<file path="src/rtl/seq_det_param.sv">
// Parametrised serial pattern detector: runtime-loadable pattern and length,
// overlapping or non-overlapping matching, one-cycle hit pulse and saturating hit counter.
module seq_det_param #(
  parameter int PAT_W = 8,
  parameter int LEN_W = 4,
  parameter int CNT_W = 16
) (
  input  logic             clk,
  input  logic             rst,
  input  logic             seq_vld,
  input  logic             seq_in,
  input  logic             cfg_load,
  input  logic [PAT_W-1:0] pat_cfg,
  input  logic [LEN_W-1:0] pat_len,
  input  logic             ovl_en,
  input  logic             clr_cnt,
  output logic             seq_out,
  output logic [CNT_W-1:0] hit_cnt,
  output logic             cfg_err
);

  localparam logic [LEN_W-1:0] FILL_MAX = LEN_W'(PAT_W);
  localparam logic [CNT_W-1:0] CNT_MAX  = {CNT_W{1'b1}};

  logic [PAT_W-1:0] hist_r, hist_s;
  logic [LEN_W-1:0] fill_r, fill_s;
  logic [PAT_W-1:0] pat_r, pat_s;
  logic [LEN_W-1:0] len_r, len_s;
  logic             ovl_r, ovl_s;
  logic             err_r, err_s;
  logic             out_r, out_s;
  logic [CNT_W-1:0] cnt_r, cnt_s;

  logic             consume_s;
  logic             cfg_bad_s;
  logic [PAT_W-1:0] hist_sh_s;
  logic [LEN_W-1:0] fill_inc_s;
  logic [PAT_W-1:0] mask_s;
  logic             match_s;

  // State register with synchronous reset
  always_ff @(posedge clk) begin
    if (rst) begin
      hist_r <= {PAT_W{1'b0}};
      fill_r <= {LEN_W{1'b0}};
      pat_r  <= {PAT_W{1'b0}};
      len_r  <= {LEN_W{1'b0}};
      ovl_r  <= 1'b0;
      err_r  <= 1'b1;
      out_r  <= 1'b0;
      cnt_r  <= {CNT_W{1'b0}};
    end else begin
      hist_r <= hist_s;
      fill_r <= fill_s;
      pat_r  <= pat_s;
      len_r  <= len_s;
      ovl_r  <= ovl_s;
      err_r  <= err_s;
      out_r  <= out_s;
      cnt_r  <= cnt_s;
    end
  end

  // Match datapath: candidate history, saturating fill and length mask
  always_comb begin
    consume_s  = seq_vld & ~cfg_load & ~err_r;
    cfg_bad_s  = (pat_len == {LEN_W{1'b0}}) || (pat_len > FILL_MAX);
    hist_sh_s  = {hist_r[PAT_W-2:0], seq_in};
    fill_inc_s = (fill_r == FILL_MAX) ? fill_r : fill_r + {{(LEN_W-1){1'b0}}, 1'b1};
    mask_s     = {PAT_W{1'b0}};
    for (int i = 0; i < PAT_W; i++) begin
      mask_s[i] = (LEN_W'(i) < len_r);
    end
    // Only the newest len_r bits take part; higher pattern bits are don't-care
    match_s = consume_s && (fill_inc_s >= len_r) &&
              (((hist_sh_s ^ pat_r) & mask_s) == {PAT_W{1'b0}});
  end

  // Next-state logic: cfg_load outranks a simultaneous consume
  always_comb begin
    hist_s = hist_r;
    fill_s = fill_r;
    pat_s  = pat_r;
    len_s  = len_r;
    ovl_s  = ovl_r;
    err_s  = err_r;
    out_s  = match_s;
    if (cfg_load) begin
      pat_s  = pat_cfg;
      len_s  = pat_len;
      ovl_s  = ovl_en;
      err_s  = cfg_bad_s;
      hist_s = {PAT_W{1'b0}};
      fill_s = {LEN_W{1'b0}};
    end else if (consume_s) begin
      hist_s = hist_sh_s;
      fill_s = (match_s && !ovl_r) ? {LEN_W{1'b0}} : fill_inc_s;
    end else begin
      hist_s = hist_r;
      fill_s = fill_r;
    end
    // Clear wins over a same-cycle hit; the pulse itself is unaffected
    if (clr_cnt) begin
      cnt_s = {CNT_W{1'b0}};
    end else if (match_s && (cnt_r != CNT_MAX)) begin
      cnt_s = cnt_r + {{(CNT_W-1){1'b0}}, 1'b1};
    end else begin
      cnt_s = cnt_r;
    end
  end

  // Outputs driven straight from registers
  always_comb begin
    seq_out = out_r;
    hit_cnt = cnt_r;
    cfg_err = err_r;
  end

endmodule

</file>
<file path="config.mk">
export PLATFORM = sky130hd
export DESIGN_NAME = seq_det_param
export DESIGN_NICKNAME = d
export VERILOG_FILES = /design/src/rtl/seq_det_param.sv
export SDC_FILE = /design/constraint.sdc
export NUM_CORES = 1
export LEC_CHECK = 0
export ABC_CLOCK_PERIOD_IN_PS = 6100
export BUFFER_PORTS_ARGS = -buffer_cell sky130_fd_sc_hd__buf_2
export CAP_MARGIN = 5
export CORE_UTILIZATION = 44
export DETAILED_ROUTE_END_ITERATION = 16
export PLACE_DENSITY = 0.66
export SYNTH_ARGS = -nofsm -noshare
export SYNTH_HDL_FRONTEND = slang
export SYNTH_SLANG_ARGS = --single-unit
</file>
<file path="constraint.sdc">
create_clock -name clk -period 6.1 [get_ports clk]
set_clock_uncertainty 0.05 [all_clocks]
set_input_delay 1.22 -clock clk [delete_from_list [all_inputs] [get_ports clk]]
set_output_delay 1.22 -clock clk [all_outputs]
set_load 0.1 [all_outputs]
</file>
==> flow_metrics.py <==
metrics = {
    "min_path": {
        "worstHoldStart": "hist_r[6]",
        "holdPathStages": 2,
        "min_to": "hist_r[6]",
        "hp-class": "reg2reg",
    },
    "clock_network": {
        "cts-root-buf": "clkbuf_8",
        "numCtsBuffers": 5,
        "cts_tree": "yes",
        "htreeDepth": 2,
        "clock_sinks": 42,
        "hold_buffers": 0,
        "insertion_delay_ns": 0.30,
        "cts_resized": 0,
        "cts_setup_buffers": 0,
        "cts.reportedPaths.clkPinSlew_ns": 0.08,
        "clock_path_buffers": 2,
    },
    "logic_synthesis": {
        "synth_seq_cells": 42,
        "synthArstFlopShare_pct": 0,
        "synth_seq_area_share_pct": 40.2,
        "syn_area_per_cell_um2": 8.50,
        "netlist_top_cells_count": "42 x dfxtp_1, 25 x nand2_1, 22 x nor2_1",
        "ys_warn_count": 0,
        "synth.distinct_cells": 37,
        "synth_area_leader_cell": "dfxtp_1",
        "synthesis.area_um2": 2090,
        "synth_top_area_share_pct": 40.2,
        "synthFlopType": "dfxtp_1",
        "synth_nets": 272,
        "synth_area_leaders": "dfxtp_1 40%, mux2i_1 6.2%, a21oi_1 5.0%, nand2_1 4.5%, ha_1 4.2%",
        "yosysMostFrequentCell": "dfxtp_1",
        "synthCells": 246,
        "synth-edff-count": 0,
    },
    "outcome": {
        "status": "complete, no violations",
    },
    "worst_setup_path": {
        "r2r_slack_ns": 2.63,
        "reg2reg_depth": 11,
        "slowest_delay_ns": 0.85,
        "cp_cell_sequence": "buf_2 > nor2_1 > nand2_1 > o32a_1 > or4_1 > or4_1 > a21oi_1",
        "path_delay_family": "simple AND/OR/NAND/NOR gates",
        "path_class": "in2reg",
        "cp-start-kind": "input port",
        "endpoint_kind": "register",
        "crit_start": "cfg_load",
        "regToRegEndpoint": "hit_cnt[11]",
        "required_ns": 6.29,
        "path_buf_inv": 1,
        "slowest_stage": "or4_1",
        "rr_startpoint": "fill_r[0]",
        "cp_max_fo": 34,
        "crit_path_frequent_cell": "or4_1",
        "arrival_ns": 4.02,
    },
    "global_routing": {
        "antenna_found_initial": 0,
        "grt_pass1_wl_um": 7600,
        "grt_max_degree": 35,
        "gr-total-overflow": 0,
        "grt_pass1_vias": 1590,
        "track_usage_pct": 19.2,
    },
    "finish": {
        "n_fill_cell": 424,
        "fin_nets": 302,
        "layout-drive-gt1-share_pct": 18.1,
        "fin_area_um2": 2400,
        "area.growth.synth_to_final_pct": 14.7,
        "n_antenna_cell": 0,
        "multi_input_area_um2": 1160,
        "seq_area_um2": 841,
    },
    "sta": {
        "finalCriticalPeriod_ns": 3.83,
        "fmax_ghz": 0.261,
        "setup_tns_ns": 0,
        "tightest_slew_ns": 0.964,
        "slew_headroom_pct": 35.7,
        "period_share_pct": 62.8,
        "finalHoldViolations": 0,
        "slew_violations": 0,
        "worst_hold_slack_ns": 0.421,
        "setup_viol": 0,
        "rsz0062_at_grt": "no",
    },
    "die": {
        "die_area_um2": 5030,
        "io_pins": 37,
        "die_x_um": 70.9,
        "die-height_um": 70.9,
        "core-area_um2": 4470,
        "initial_core_util_pct": 46.7,
        "row_count": 24,
    },
    "drt": {
        "drc_errors": 0,
        "drtIter0Drc": 218,
        "drt_wl_total_um": 4570,
        "wl_per_cell_um": 13.9,
        "detail_route.vias_per_cell": 5.67,
        "vias": 1859,
        "dr.pass1.iters": 6,
        "final_antenna_net_count": 0,
    },
    "place": {
        "hpwlAfterDp_um": 3170,
        "gp_congestion": 0.832,
        "portBuffers": 36,
        "place_area_um2": 2280,
    },
    "pwr": {
        "p_leak_nw": 0.981,
        "p_clk_share_pct": 40.6,
        "p_int_mw": 0.428,
        "p_switching_mw": 0.123,
        "p_comb_share_pct": 7.7,
        "peakVddDrop_v": 0.000122,
        "swShare_pct": 22.4,
        "p_per_area_nw_per_um2": 230,
        "p_seq_share_pct": 51.7,
    },
    "flow_run": {
        "max-cap-violations": 0,
    },
}
[registers in the layout, summed over array words and instances, names as in the netlist]
signal,flops
ovl_r,1
pat_r,8
seq_out,1
hist_r,7
cfg_err,1
hit_cnt,16
len_r,4
fill_r,4
[power by group through the flow]
stage | clock network (mW) | logic (mW) | registers [mW]
final | 0.224 | 0.0424 | 0.285
after global routing | 0.236 | 0.0479 | 0.286
after CTS | 0.228 | 0.0429 | 0.285
after detailed placement | 0 | 0.0428 | 0.291
after global placement | 0 | 0.0423 | 0.291
after floorplan | 0 | 0.0275 | 0.294
[tightest hold or removal path: cells and delay by family (launching register included)]
family	cells	cell delay (ns)
compound gates	1	0.05
flops	1	0.32
simple gates	1	0.05
[placed cells by master (no fill, tap or decap), types with 7 or more instances in the layout]
master / synthesis / routed
nand3_1: 15 / 15
ha_1: 7 / 7
o31ai_1: 9 / 9
or4_1: 11 / 11
a21oi_1: 21 / 21
nor2_1: 22 / 22
mux2i_1: 13 / 13
dfxtp_1: 42 / 42
buf_2: 2 / 36
o21ai_0: 8 / 8
nand2_1: 25 / 25
[through the flow]
| stage | util, % | power [mW] | instances | setup WS [ns] |
|---|---|---|---|---|
| 4_1_cts | 53.6 | 0.556 | 328 | 2.29 |
| 6_report | 53.6 | 0.551 | 328 | 2.27 |
| 3_3_place_gp | 51.1 | 0.334 | 321 | 2.04 |
| 2_1_floorplan | - | 0.321 | 246 | 2.71 |
| 3_5_place_dp | 51.1 | 0.334 | 321 | 1.97 |
| 5_1_grt | 53.6 | 0.570 | 328 | 2.09 |
[cells by family (layout without fill, tap and decap cells)]
kind of cell,Yosys count,count (layout),synth area share [%]
AOI/OAI and AO/OA,52,52,16.0
muxes,13,13,6.22
DFF,42,42,40.2
xor gates and xnor gates,12,12,5.03
adders and majority gates,7,7,4.19
buffers and inverters,20,50,4.07
and+or+nand+nor,100,100,24.3
[how the worst max path moves through the flow]
| stage | endpoint | slack (ns) | cells past startpoint |
|---|---|---|---|
| after floorplan | hit_cnt[12] | 2.71 | 10 |
| after global placement | hit_cnt[11] | 2.04 | 7 |
| after detailed placement | hit_cnt[5] | 1.97 | 7 |
| after CTS | hit_cnt[11] | 2.29 | 7 |
| after global routing | hit_cnt[15] | 2.09 | 7 |
| final | hit_cnt[11] | 2.27 | 7 |
[per-layer routing]
layer  part of all wire [%]  global-route usage, %  up-vias
met5                      0                      0        -
met4                    1.4                   7.33        0
met3                    5.2                   4.56        6
met2                     42                   26.2       50
met1                     52                   29.0      849
li1                       -                      -      954
[final cells by class]
cell class,count,share of cell area (%)
inverter,5,0.783
clock inverter,1,1.25
sequential,42,35.1
timing repair buffer,38,8.14
multi-input combinational,184,48.6
clock buffer,6,3.44
tap,52,2.71
Power figures use the tool's default switching activity.
